## src/rtl/me_dmt_pkg.sv

```systemverilog
// Shared types and constants for the DMT motion-estimation result path.
// Search-window centre feeds the optional MV cost penalty (MV_COST_EN).
package me_dmt_pkg;

  localparam int NUM_CB  = 4;
  localparam int COL_CTR = 16;
  localparam int ROW_CTR = 32;

  localparam int SAD_W_D = 16;
  localparam int COL_W_D = 5;
  localparam int ROW_W_D = 7;

  typedef enum logic [1:0] {
    IDLE   = 2'd0,
    SEARCH = 2'd1,
    DRAIN  = 2'd2
  } sel_state_e;

  typedef struct packed {
    logic [1:0]         cb;
    logic [SAD_W_D-1:0] cost;
    logic [COL_W_D-1:0] col;
    logic [ROW_W_D-1:0] row;
    logic               hit;
  } res_t;

endpackage

```

## src/rtl/sad_min_cell.sv

```systemverilog
// Single sub-block minimum tracker: strict-less update, first-found wins ties.
// The first sample after a clear is always taken regardless of value.
module sad_min_cell
  import me_dmt_pkg::*;
#(
  parameter int SAD_W = 16,
  parameter int COL_W = 5,
  parameter int ROW_W = 7
) (
  input  logic             clk,
  input  logic             rst_n,
  input  logic             clr,
  input  logic             upd,
  input  logic [SAD_W-1:0] cand,
  input  logic [COL_W-1:0] col,
  input  logic [ROW_W-1:0] row,
  output logic [SAD_W-1:0] best_cost,
  output logic [COL_W-1:0] best_col,
  output logic [ROW_W-1:0] best_row,
  output logic             hit
);

  logic [SAD_W-1:0] cost_q, cost_d;
  logic [COL_W-1:0] col_q, col_d;
  logic [ROW_W-1:0] row_q, row_d;
  logic             hit_q, hit_d;
  logic             take;

  always_comb begin
    take   = upd && (!hit_q || (cand < cost_q));
    cost_d = cost_q;
    col_d  = col_q;
    row_d  = row_q;
    hit_d  = hit_q;
    if (clr) begin
      cost_d = '1;
      col_d  = '0;
      row_d  = '0;
      hit_d  = 1'b0;
    end else if (take) begin
      cost_d = cand;
      col_d  = col;
      row_d  = row;
      hit_d  = 1'b1;
    end
  end

  always_ff @(posedge clk or negedge rst_n) begin
    if (!rst_n) begin
      cost_q <= '1;
      col_q  <= '0;
      row_q  <= '0;
      hit_q  <= 1'b0;
    end else begin
      cost_q <= cost_d;
      col_q  <= col_d;
      row_q  <= row_d;
      hit_q  <= hit_d;
    end
  end

  assign best_cost = cost_q;
  assign best_col  = col_q;
  assign best_row  = row_q;
  assign hit       = hit_q;

endmodule

```

## src/rtl/sad_best_match_sel.sv

```systemverilog
// Best-match selector: per-CB minimum SAD over one search, then 4-word drain.
// Define MV_COST_EN to add a saturating motion-vector distance penalty.
module sad_best_match_sel
  import me_dmt_pkg::*;
#(
  parameter int SAD_W        = 16,
  parameter int COL_W        = 5,
  parameter int ROW_W        = 7,
  parameter int LAMBDA_SHIFT = 2
) (
  input  logic             clk,
  input  logic             rst_n,
  input  logic             start,
  input  logic             sad_valid,
  input  logic [1:0]       sad_cb,
  input  logic [SAD_W-1:0] sad_value,
  input  logic [COL_W-1:0] sad_col,
  input  logic [ROW_W-1:0] sad_row,
  input  logic             search_done,
  output logic             res_valid,
  input  logic             res_ready,
  output logic [1:0]       res_cb,
  output logic [SAD_W-1:0] res_cost,
  output logic [COL_W-1:0] res_col,
  output logic [ROW_W-1:0] res_row,
  output logic             res_hit,
  output logic             busy,
  output logic             blk_done
);

  sel_state_e       state_q, state_d;
  logic [1:0]       k_q, k_d;
  logic             done_q, done_d;
  logic [SAD_W-1:0] cand;
  logic             clr;

  logic [SAD_W-1:0] cost_a [NUM_CB];
  logic [COL_W-1:0] col_a  [NUM_CB];
  logic [ROW_W-1:0] row_a  [NUM_CB];
  logic             hit_a  [NUM_CB];

`ifdef MV_COST_EN
  logic [COL_W-1:0] dcol;
  logic [ROW_W-1:0] drow;
  logic [31:0]      pen;
  logic [31:0]      sum;

  always_comb begin
    dcol = (sad_col >= COL_W'(COL_CTR)) ? sad_col - COL_W'(COL_CTR)
                                         : COL_W'(COL_CTR) - sad_col;
    drow = (sad_row >= ROW_W'(ROW_CTR)) ? sad_row - ROW_W'(ROW_CTR)
                                         : ROW_W'(ROW_CTR) - sad_row;
    pen  = (32'(dcol) + 32'(drow)) << LAMBDA_SHIFT;
    sum  = 32'(sad_value) + pen;
    cand = (sum > 32'({SAD_W{1'b1}})) ? '1 : sum[SAD_W-1:0];
  end
`else
  localparam int unused_lambda = LAMBDA_SHIFT;
  assign cand = sad_value;
`endif

  // Start clears trackers in IDLE and SEARCH; a same-cycle sample is dropped.
  assign clr = start && (state_q != DRAIN);

  for (genvar i = 0; i < NUM_CB; i++) begin : g_cell
    sad_min_cell #(
      .SAD_W (SAD_W),
      .COL_W (COL_W),
      .ROW_W (ROW_W)
    ) u_cell (
      .clk       (clk),
      .rst_n     (rst_n),
      .clr       (clr),
      .upd       ((state_q == SEARCH) && sad_valid && !start
                  && (sad_cb == 2'(i))),
      .cand      (cand),
      .col       (sad_col),
      .row       (sad_row),
      .best_cost (cost_a[i]),
      .best_col  (col_a[i]),
      .best_row  (row_a[i]),
      .hit       (hit_a[i])
    );
  end

  always_comb begin
    state_d = state_q;
    k_d     = k_q;
    done_d  = 1'b0;
    unique case (state_q)
      IDLE: begin
        if (start) state_d = SEARCH;
      end
      SEARCH: begin
        if (!start && search_done) begin
          state_d = DRAIN;
          k_d     = 2'd0;
        end
      end
      DRAIN: begin
        if (res_ready) begin
          if (k_q == 2'd3) begin
            state_d = IDLE;
            k_d     = 2'd0;
            done_d  = 1'b1;
          end else begin
            k_d = k_q + 2'd1;
          end
        end
      end
      default: state_d = IDLE;
    endcase
  end

  always_ff @(posedge clk or negedge rst_n) begin
    if (!rst_n) begin
      state_q <= IDLE;
      k_q     <= 2'd0;
      done_q  <= 1'b0;
    end else begin
      state_q <= state_d;
      k_q     <= k_d;
      done_q  <= done_d;
    end
  end

  // Trackers are frozen during DRAIN, so the k-indexed view is stable.
  assign res_valid = (state_q == DRAIN);
  assign res_cb    = res_valid ? k_q : 2'd0;
  assign res_cost  = res_valid ? cost_a[k_q] : '0;
  assign res_col   = res_valid ? col_a[k_q] : '0;
  assign res_row   = res_valid ? row_a[k_q] : '0;
  assign res_hit   = res_valid && hit_a[k_q];
  assign busy      = (state_q != IDLE);
  assign blk_done  = done_q;

endmodule

```

## config.mk

```make
export PLATFORM = sky130hd
export DESIGN_NAME = sad_best_match_sel
export DESIGN_NICKNAME = d
export VERILOG_FILES = /design/src/rtl/me_dmt_pkg.sv /design/src/rtl/sad_min_cell.sv /design/src/rtl/sad_best_match_sel.sv
export SDC_FILE = /design/constraint.sdc
export NUM_CORES = 1
export LEC_CHECK = 0
export ABC_AREA = 1
export CORE_MARGIN = 5
export CORE_UTILIZATION = 41
export CTS_CLUSTER_SIZE = 28
export DETAILED_ROUTE_END_ITERATION = 10
export SETUP_SLACK_MARGIN = 0.15
export SLEW_MARGIN = 30
export SYNTH_ARGS = -nofsm -noshare
export SYNTH_HDL_FRONTEND = slang
export SYNTH_SLANG_ARGS = --single-unit
```

## constraint.sdc

```tcl
create_clock -name clk -period 1.9 [get_ports clk]
set_input_delay 0.57 -clock clk [delete_from_list [all_inputs] [get_ports clk]]
set_output_delay 0.57 -clock clk [all_outputs]
set_load 0.05 [all_outputs]
```

==> results of run 1 <==
==> stage by stage <==
step	instances	setup WS (ns)	power, mW	hold slack (ns)
final	1530	-0.586	24.7	0.435
after floorplan	1044	-0.140	11.8	0.274
after global placement	1453	-0.878	16.8	0.459
after CTS	1508	-0.463	22.2	0.446
after detailed placement	1453	-0.963	17.0	0.460
after global routing	1530	-0.610	25.9	0.477
==> sequential cells by signal (all words and copies together), names as in the netlist <==
name and count:
g_cell.u_cell.hit 4, g_cell.u_cell.best_row 28, k_q 2, blk_done 1
g_cell.u_cell.best_cost 64, g_cell.u_cell.best_col 20, state_q 2
==> metal layers <==
layer	vias up	share of wire (%)
met2	236	49
met4	0	2.8
met3	63	5.0
met5	-	0
met1	3969	43
li1	3811	-
==> worst reg2reg max path, stage by stage, from the launching register on <==
cell                      delay [ns]
sky130_fd_sc_hd__dfstp_2        0.54
sky130_fd_sc_hd__inv_1          0.06
sky130_fd_sc_hd__ha_1           0.30
sky130_fd_sc_hd__a21oi_2        0.16
sky130_fd_sc_hd__o21ai_1        0.10
sky130_fd_sc_hd__a21oi_2        0.19
sky130_fd_sc_hd__nand2_2        0.11
sky130_fd_sc_hd__nand2_4        0.09
sky130_fd_sc_hd__nand2_8        0.08
sky130_fd_sc_hd__buf_12         0.15
sky130_fd_sc_hd__buf_12         0.14
sky130_fd_sc_hd__nand3_2        0.06
sky130_fd_sc_hd__nand2_1        0.05
==> power groups by stage <==
| stage | combinational [mW] | clock [mW] | sequential [mW] |
|---|---|---|---|
| after global routing | 17.7 | 3.60 | 4.58 |
| after CTS | 14.3 | 3.47 | 4.41 |
| final | 16.7 | 3.45 | 4.47 |
| after detailed placement | 12.6 | 0 | 4.40 |
| after floorplan | 7.47 | 0 | 4.37 |
| after global placement | 12.4 | 0 | 4.38 |
==> synthesized netlist by cell type (16+ instances only) <==
master	instances	area share, %
sky130_fd_sc_hd__o21ai_0	67	4.2
sky130_fd_sc_hd__nand3_1	57	3.5
sky130_fd_sc_hd__inv_1	100	4.7
sky130_fd_sc_hd__nor2_1	78	3.6
sky130_fd_sc_hd__ha_1	61	9.5
sky130_fd_sc_hd__dfrtp_1	57	18
sky130_fd_sc_hd__nand3_2	60	7.5
sky130_fd_sc_hd__clkbuf_1	19	0.89
sky130_fd_sc_hd__dfstp_2	64	21
sky130_fd_sc_hd__buf_2	16	0.99
sky130_fd_sc_hd__nand2_1	301	14
sky130_fd_sc_hd__a21oi_1	88	5.5
==> cell families (layout without fill, tap and decap cells) <==
| kind of cell | after synthesis | count (layout) | synth area share, % |
|---|---|---|---|
| compound gates | 162 | 162 | 10.2 |
| flops | 121 | 121 | 38.6 |
| fa+ha+maj | 61 | 61 | 9.48 |
| buf+inv | 165 | 381 | 9.43 |
| simple gates | 535 | 540 | 32.3 |
==> layout by cell type, fill, tap and decap left out, types with 4 or more instances in the layout <==
cell type,instances
sky130_fd_sc_hd__inv_2,27
sky130_fd_sc_hd__o21ai_4,7
sky130_fd_sc_hd__bufinv_16,4
sky130_fd_sc_hd__nor2_2,15
sky130_fd_sc_hd__ha_1,26
sky130_fd_sc_hd__a21oi_4,37
sky130_fd_sc_hd__buf_4,110
sky130_fd_sc_hd__nand3_4,7
sky130_fd_sc_hd__or2_1,7
sky130_fd_sc_hd__inv_1,72
sky130_fd_sc_hd__dfstp_2,64
sky130_fd_sc_hd__nand2_8,14
sky130_fd_sc_hd__buf_12,59
sky130_fd_sc_hd__nor3_4,4
sky130_fd_sc_hd__nand2_1,190
sky130_fd_sc_hd__buf_8,10
sky130_fd_sc_hd__nor3_2,8
sky130_fd_sc_hd__nor2_1,61
sky130_fd_sc_hd__a21oi_1,17
sky130_fd_sc_hd__clkdlybuf4s50_1,19
sky130_fd_sc_hd__nand2_2,94
sky130_fd_sc_hd__ha_4,34
sky130_fd_sc_hd__o21ai_1,18
sky130_fd_sc_hd__nand3_1,11
sky130_fd_sc_hd__buf_6,22
sky130_fd_sc_hd__dfrtp_1,56
sky130_fd_sc_hd__o21ai_2,41
sky130_fd_sc_hd__clkdlybuf4s15_2,7
sky130_fd_sc_hd__clkbuf_16,19
sky130_fd_sc_hd__a21oi_2,34
sky130_fd_sc_hd__nand2_4,16
sky130_fd_sc_hd__inv_6,4
sky130_fd_sc_hd__or2_2,8
sky130_fd_sc_hd__buf_16,6
sky130_fd_sc_hd__nor2_4,4
sky130_fd_sc_hd__nand3_2,100
sky130_fd_sc_hd__dlygate4sd2_1,8
==> cell type report <==
| type | count | area share [%] |
|---|---|---|
| Clock buffer | 19 | 3.21 |
| Sequential cell | 121 | 22.5 |
| Timing Repair Buffer | 243 | 21.4 |
| Inverter | 107 | 3.24 |
| Clock inverter | 12 | 1.27 |
| Multi-Input combinational cell | 763 | 45.9 |
| Tap cell | 265 | 2.40 |
==> repair_timing <==
action                                  in CTS  in global routing
resized for setup                          272                238
pin swaps                                   73                 99
gates cloned                                10                  4
setup buffers                               14                 18
endpoints found under the setup margin     146                146
==> how the worst min path moves through the flow <==
stage | from | endpoint | slack, ns
finish | rst_n | g_cell[0].u_cell.best_cost[13] | 0.43
detailed placement | g_cell[2].u_cell.best_cost[8] | g_cell[2].u_cell.best_cost[8] | 0.46
global placement | g_cell[2].u_cell.best_cost[9] | g_cell[2].u_cell.best_cost[9] | 0.46
global route | rst_n | g_cell[0].u_cell.best_cost[13] | 0.48
floorplan | rst_n | blk_done | 0.27
CTS | rst_n | g_cell[2].u_cell.best_cost[14] | 0.45
==> metrics.md, run 1 <==
| Metric | Value |
|---|---|
| Status | complete, but fails checks |
| Violated checks | setup timing |
| Leakage power summed over all cells | 6.33 nW |
| Placed cell area | 0.0109 mm² |
| Die width | 150 µm |
| Number of max-cap violations | 0 |
| Worst path bufs/invs | 3 |
| Total number of cells along the worst setup path | 7 |
| Worst-skew pair later-pin latency | 0.42 ns |
| Routing usage on met3 | 5.36% |
| Sum of net half-perimeters after detailed placement | 17.0 mm |
| Antenna violations before repair | 0 |
| Core area | 0.0194 mm² |
| Height of the die | 150 µm |
| Starting Density | 41.5% |
| Number of DRC markers in iteration 0 | 414 |
| Reg2reg setup slack | -0.25 ns |
| Average wire length per cell after detail routing | 19.2 µm |
| CTS Root Buffer Type | sky130_fd_sc_hd__clkbuf_16 |
| Worst Setup Slack, final | -0.586 ns |
| Slowest stage cell on the critical path | sky130_fd_sc_hd__dfrtp_2 |
| Post-CTS Hold Fix Bufs | 0 |
| GR Layer Usage met2 | 39.8% |
| Number of max-slew violations in the final report | 0 |
| Bufs on Longest Clock Path | 2 |
| Final Wtd Congestion | 0.823 |
| Setup total negative slack | -32.39 ns |
| TritonCTS clock tree | done |
| Internal power | 13.5 mW |
| Pin count of the biggest net entering global routing | 43 |
| Power Dens Cells | 1790 mW/mm² |
| Power share of the clock group | 14.0% |
| Share of post-route cells with drive strength above 1 | 60.9% |
| Setup repair after global routing missed its margin | yes |
| Area of all sequential standard cells | 0.00311 mm² |
| Net Count, Synth | 1141 |
| Final Hold Fails | 0 |
| Worst Tran Pin Value | 0.632 ns |
| Endpoint kind of the worst setup timing path | output port |
| Num CTS Buffers | 17 |
| Number of flops mapped to enable cells by yosys | 0 |
| Sum of overflow across all layers after global routing | 0 |
| Post-synthesis register bit count | 121 |
| Yosys cell types | 29 |
| Min Clock Period, post-route | 2.49 ns |
| Synth-to-Final Area Change | 71.5% |
| Reg clk slew, reported paths | 0.06 ns |
| Total Nets Final | 1350 |
| Global routing usage on met1 | 32.4% |
| Final Setup Violations | 143 |
| Detail Route Antenna Nets | 0 |
| Kind of critical path | reg2out |
| Sequence of cells on the critical path | buf_6, buf_12, nor2_2, nor2_1, o21ai_2, a21oi_4, buf_12 |
| Synth warn | 0 |
| Path category of the worst min-delay check | in2async |
| Count of cells along the worst register-to-register path | 12 |
| Number of antenna cells inserted | 0 |
| Maximum clock skew at final layout | 0.00823 ns |
| Wire length reported by the detailed router | 29.3 mm |
| Data required time of the worst path | 1.33 ns |
| Most frequently used flop master after synthesis | sky130_fd_sc_hd__dfstp_2 |
| Crit Reg-Reg Startpoint | g_cell[2].u_cell.best_cost[9] |
| Arrival time of data at the critical path endpoint | 1.92 ns |
| Maximum single-stage delay on the critical path | 0.45 ns |
| Via total after detailed routing | 8079 |
| H-tree levels | 4 |
| Drt drc | 0 |
| Cell family contributing the most delay on the critical path | buffers and inverters |
| Timing-limited maximum frequency | 0.402 GHz |
| First-pass GRT wire length | 42.7 mm |
| Critical path startpoint | k_q[0] |
| CTS Sinks | 121 |
| Worst voltage drop across the vdd grid | 1.67 mV |
| Synthesized cell area | 0.00805 mm² |
| Slew margin rel. | 57.6% |
| GRT Resource Usage Total | 24.5% |
| Number of global-route vias before repair | 8007 |
| NetSw | 11.2 mW |
| Worst setup path endpoint | res_hit |
| Mean instance size in the synthesized netlist | 7.71 µm² |
| Avg Vias per Cell | 5.28 |
| Row Count | 51 |
| Critical register-to-register path endpoint | g_cell[2].u_cell.best_row[3] |
| Quantity of I/O buffers inserted on ports | 69 |
| Fillers | 1381 |
| Area occupied by multi-input gates | 0.00634 mm² |
| Portion of the clock cycle consumed by the worst path in the final layout | 131% |
| Net switching share of the total power | 45.4% |
| Design Area, Final | 0.0138 mm² |
| Worst path most repeated cell | sky130_fd_sc_hd__buf_12 |
| Critical path launch point type | register |
| Cell count after synthesis | 1044 |
| Portion of total power attributed to combinational logic | 67.8% |
| First drt pass iteration count | 5 |
| Proportion of synthesized chip area in sequential cells | 38.6% |
| Largest fanout on the critical path | 11 |
| Share of synthesized flip-flops with an asynchronous set or reset | 100% |
| Sequential group share of total power | 18.2% |
| Floorplan die area | 0.0225 mm² |
| Share of the core filled with cells | 71.2% |
| Count of boundary I/O pins | 70 |
| GR peak layer | met2 |
Power figures use the tool's default switching activity.
==> run 2, diff against run 1 <==
--- a/config.mk
+++ b/config.mk
@@ -5,7 +5,6 @@
 export SDC_FILE = /design/constraint.sdc
 export NUM_CORES = 1
 export LEC_CHECK = 0
-export ABC_AREA = 1
 export CORE_MARGIN = 5
 export CORE_UTILIZATION = 41
 export CTS_CLUSTER_SIZE = 28
==> run 2 against run 1 <==
  * The run still ends with setup timing left
  * Area after synthesis shrank 10%
  * Core utilization up 4.2 points
  * Count of clock-buffer cells in the layout is 1 lower
  * First-iteration DRC count grew 23%
  * Highest routed layer unchanged
  * Hold slack lost 0.20 ns
  * Routed wire length down 1.1%
  * Synthesized cell count decreased by 29%
  * Clock power is 6.7% lower
  * Clock skew rose by 0.0020 ns
  * Critical path type is now reg2reg
  * Maximum frequency is 6.8% lower
==> metrics.md, run 2 <==
| Metric | Value |
|---|---|
| Status | complete, but fails checks (unchanged) |
| Violated checks | setup timing (unchanged) |
| Worst path bufs/invs | 3 (unchanged) |
| Worst Hold Margin | 0.234 ns (was 0.435 ns) |
| Worst voltage drop across the vdd grid | 0.740 mV (was 1.67 mV) |
| Most frequently used flop master after synthesis | sky130_fd_sc_hd__dfstp_2 (unchanged) |
| Library cell with the highest instance count after synthesis | sky130_fd_sc_hd__inv_1 (was sky130_fd_sc_hd__nand2_1) |
| Yosys cell types | 41 (was 29) |
| Placed cell area | 0.0101 mm² (was 0.0109 mm²) |
| First-pass GRT wire length | 41.9 mm (was 42.7 mm) |
| Flip-flop count of the largest register, all copies and words added | 64 (unchanged) |
| Worst Setup Slack, final | -0.768 ns (was -0.586 ns) |
| Slowest stage cell on the critical path | sky130_fd_sc_hd__dfstp_2 (was sky130_fd_sc_hd__dfrtp_2) |
| Final Hold Fails | 0 (unchanged) |
| Reg clk slew, reported paths | 0.06 ns (about the same) |
| Die width | 143 µm (was 150 µm) |
| Most common library cell in the layout ignoring fill and taps | sky130_fd_sc_hd__buf_4 (was sky130_fd_sc_hd__nand2_1) |
| Final Wtd Congestion | 0.919 (was 0.823) |
| Synth-to-Final Area Change | 80.3% (was 71.5%) |
| Design Area, Final | 0.0130 mm² (was 0.0138 mm²) |
| Critical path launch point type | register (unchanged) |
| Total Nets Final | 1083 (was 1350) |
| Portion of the clock cycle consumed by the worst path in the final layout | 140% (was 131%) |
| Via total after detailed routing | 7349 (was 8079) |
| H-tree levels | 4 (unchanged) |
| Leakage power summed over all cells | 5.82 nW (was 6.33 nW) |
| Num CTS Buffers | 17 (unchanged) |
| Largest fanout on the critical path | 24 (was 11) |
| Post-synthesis register bit count | 121 (unchanged) |
| Cell taking the most area after synthesis | sky130_fd_sc_hd__dfstp_2 (unchanged) |
| Path category of the worst min-delay check | in2async (unchanged) |
| Portion of total power attributed to combinational logic | 39.8% (was 67.8%) |
| Floorplan die area | 0.0204 mm² (was 0.0225 mm²) |
| Antenna violations before repair | 0 (unchanged) |
| Kind of critical path | reg2reg (was reg2out) |
| Sum of overflow across all layers after global routing | 0 (unchanged) |
| Drt drc | 0 (unchanged) |
| Net Count, Synth | 843 (was 1141) |
| Data required time of the worst path | 2.20 ns (was 1.33 ns) |
| TritonCTS clock tree | done (unchanged) |
| Final Setup Violations | 145 (was 143) |
| Core area | 0.0173 mm² (was 0.0194 mm²) |
| Min Clock Period, post-route | 2.67 ns (was 2.49 ns) |
| Arrival time of data at the critical path endpoint | 2.97 ns (was 1.92 ns) |
| Number of DRC markers in iteration 0 | 509 (was 414) |
| Cell total after placement | 1113 (was 1453) |
| Number of max-slew violations in the final report | 0 (unchanged) |
| Wire length reported by the detailed router | 29.0 mm (was 29.3 mm) |
| Commonest cells after routing, fill and taps aside | sky130_fd_sc_hd__buf_4, sky130_fd_sc_hd__buf_12, sky130_fd_sc_hd__dfstp_2, sky130_fd_sc_hd__dfrtp_1, sky130_fd_sc_hd__inv_1 (was sky130_fd_sc_hd__nand2_1, sky130_fd_sc_hd__buf_4, sky130_fd_sc_hd__nand3_2, sky130_fd_sc_hd__nand2_2, sky130_fd_sc_hd__inv_1) |
| Synthesized cell area | 0.00723 mm² (was 0.00805 mm²) |
| Count of boundary I/O pins | 70 (unchanged) |
| Number of max-cap violations | 0 (unchanged) |
| First drt pass iteration count | 6 (was 5) |
| Internal power | 6.79 mW (was 13.5 mW) |
| Number of antenna cells inserted | 0 (unchanged) |
| Number of global-route vias before repair | 7541 (was 8007) |
| Cell family contributing the most delay on the critical path | compound AO/OA/AOI/OAI gates (was buffers and inverters) |
| Slew margin rel. | 77.3% (was 57.6%) |
| Bufs on Longest Clock Path | 2 (unchanged) |
| Power share of the clock group | 31.1% (was 14.0%) |
| Maximum clock skew at final layout | 0.0102 ns (was 0.00823 ns) |
| CTS Sinks | 121 (unchanged) |
| Worst-skew pair later-pin latency | 0.43 ns (was 0.42 ns) |
| Avg Vias per Cell | 6.00 (was 5.28) |
| Power Dens Cells | 794 mW/mm² (was 1790 mW/mm²) |
| CTS Root Buffer Type | sky130_fd_sc_hd__clkbuf_16 (unchanged) |
| Sequential group share of total power | 29.1% (was 18.2%) |
| NetSw | 3.56 mW (was 11.2 mW) |
| Detail Route Antenna Nets | 0 (unchanged) |
| Sequence of cells on the critical path | inv_1, ha_1, a211o_1, a31oi_2, nor4b_4, buf_4, o32a_4, buf_12, nand3_2, o21ai_1 (was buf_6, buf_12, nor2_2, nor2_1, o21ai_2, a21oi_4, buf_12) |
| Row Count | 48 (was 51) |
| Average wire length per cell after detail routing | 23.7 µm (was 19.2 µm) |
| Leading post-synthesis cells by instance count | sky130_fd_sc_hd__inv_1, sky130_fd_sc_hd__dfstp_2, sky130_fd_sc_hd__ha_1, sky130_fd_sc_hd__nor2_1, sky130_fd_sc_hd__nand3_1 (was sky130_fd_sc_hd__nand2_1, sky130_fd_sc_hd__inv_1, sky130_fd_sc_hd__a21oi_1) |
| Number of flops mapped to enable cells by yosys | 0 (unchanged) |
| Net switching share of the total power | 34.4% (was 45.4%) |
| Post-route non-filler standard cell count | 1224 (was 1530) |
| GRT Resource Usage Total | 26.8% (was 24.5%) |
| Quantity of I/O buffers inserted on ports | 69 (unchanged) |
| Synth warn | 0 (unchanged) |
| Maximum single-stage delay on the critical path | 0.53 ns (was 0.45 ns) |
| Mean instance size in the synthesized netlist | 9.70 µm² (was 7.71 µm²) |
| Height of the die | 143 µm (was 150 µm) |
| Sum of net half-perimeters after detailed placement | 15.4 mm (was 17.0 mm) |
| Setup repair after global routing missed its margin | yes (unchanged) |
| Post-CTS Hold Fix Bufs | 0 (unchanged) |
| Share of synthesized flip-flops with an asynchronous set or reset | 100% (unchanged) |
| Share of post-route cells with drive strength above 1 | 63.7% (was 60.9%) |
| Pin count of the biggest net entering global routing | 42 (was 43) |
| Cell types occupying the most area after synthesis | sky130_fd_sc_hd__dfstp_2, sky130_fd_sc_hd__dfrtp_1, sky130_fd_sc_hd__ha_1 (was sky130_fd_sc_hd__dfstp_2, sky130_fd_sc_hd__dfrtp_1, sky130_fd_sc_hd__nand2_1) |
| Endpoint kind of the worst setup timing path | register (was output port) |
| Area share of the largest cell type after synthesis | 23.2% (was 20.9%) |
| Proportion of synthesized chip area in sequential cells | 43.0% (was 38.6%) |
| Worst Tran Pin Value | 0.340 ns (was 0.632 ns) |
| Starting Density | 41.8% (was 41.5%) |
| Timing-limited maximum frequency | 0.375 GHz (was 0.402 GHz) |
| Post-place setup slack | -1.30 ns (was -0.963 ns) |
| Cell count after synthesis | 746 (was 1044) |
## run 2: area by class of cell
class                           count  area, µm²
Timing Repair Buffer              269       3430
Multi-Input combinational cell    500       5330
Inverter                           77        307
Tap cell                          225        282
Clock buffer                       18        439
Fill cell                        1006       4250
Clock inverter                     14        140
Sequential cell                   121       3110
## run 2: final timing paths
check | from | end | slack (ns) | cells after the start
max reg2reg | g_cell[0].u_cell.best_cost[2] | g_cell[0].u_cell.best_row[4] | -0.77 | 10
min | rst_n | g_cell[1].u_cell.best_cost[2] | 0.23 | 1
min reg2reg | g_cell[1].u_cell.best_cost[8] | g_cell[1].u_cell.best_cost[8] | 0.50 | 2
min in group clk | g_cell[1].u_cell.best_cost[8] | g_cell[1].u_cell.best_cost[8] | 0.50 | 2
max | g_cell[0].u_cell.best_cost[2] | g_cell[0].u_cell.best_row[4] | -0.77 | 10
max in group asynchronous | rst_n | g_cell[3].u_cell.best_cost[13] | 1.33 | 2
## run 2: cells by family after synthesis
| logic type | Yosys count | synth area share, % |
|---|---|---|
| simple gates | 234 | 15.7 |
| compound gates | 164 | 13.1 |
| buf+inv | 125 | 6.94 |
| flops | 121 | 43.0 |
| fa+ha+maj | 61 | 10.5 |
| mux | 41 | 10.7 |
## run 2: through the flow
stage / util (%) / setup TNS, ns / total power, mW
after CTS: 71.1 / -65.15 / 9.73
after global routing: 75.4 / -83.86 / 10.7
final: 75.4 / -77.37 / 10.4
after floorplan: - / -20.87 / 4.76
after detailed placement: 58.4 / -133.26 / 5.97
after global placement: 58.4 / -132.84 / 5.91
## run 2: routing by layer
metal	global-route usage, %	vias to the layer above	wire length (µm)
met4	12.4	0	1340
met5	0	-	0
li1	-	3169	-
met3	5.46	92	1780
met1	33.9	3753	11300
met2	44.2	335	14600
## run 2: power groups by stage
stage                     sequential, mW  clock [mW]  combinational [mW]
after detailed placement            3.02           0                2.95
after CTS                           2.99        3.22                3.53
after global placement              3.01           0                2.90
after floorplan                     2.98           0                1.78
after global routing                3.03        3.38                4.32
final                               3.01        3.22                4.12
## run 2: what timing repair did
| item | CTS | global route |
|---|---|---|
| buffers inserted | 42 | 18 |
| endpoints found under the setup margin | 145 | 145 |
| gates cloned | 17 | 2 |
| gates resized for setup | 235 | 110 |
| pin swaps | 66 | 68 |
| endpoints found under the hold margin | 0 | 0 |
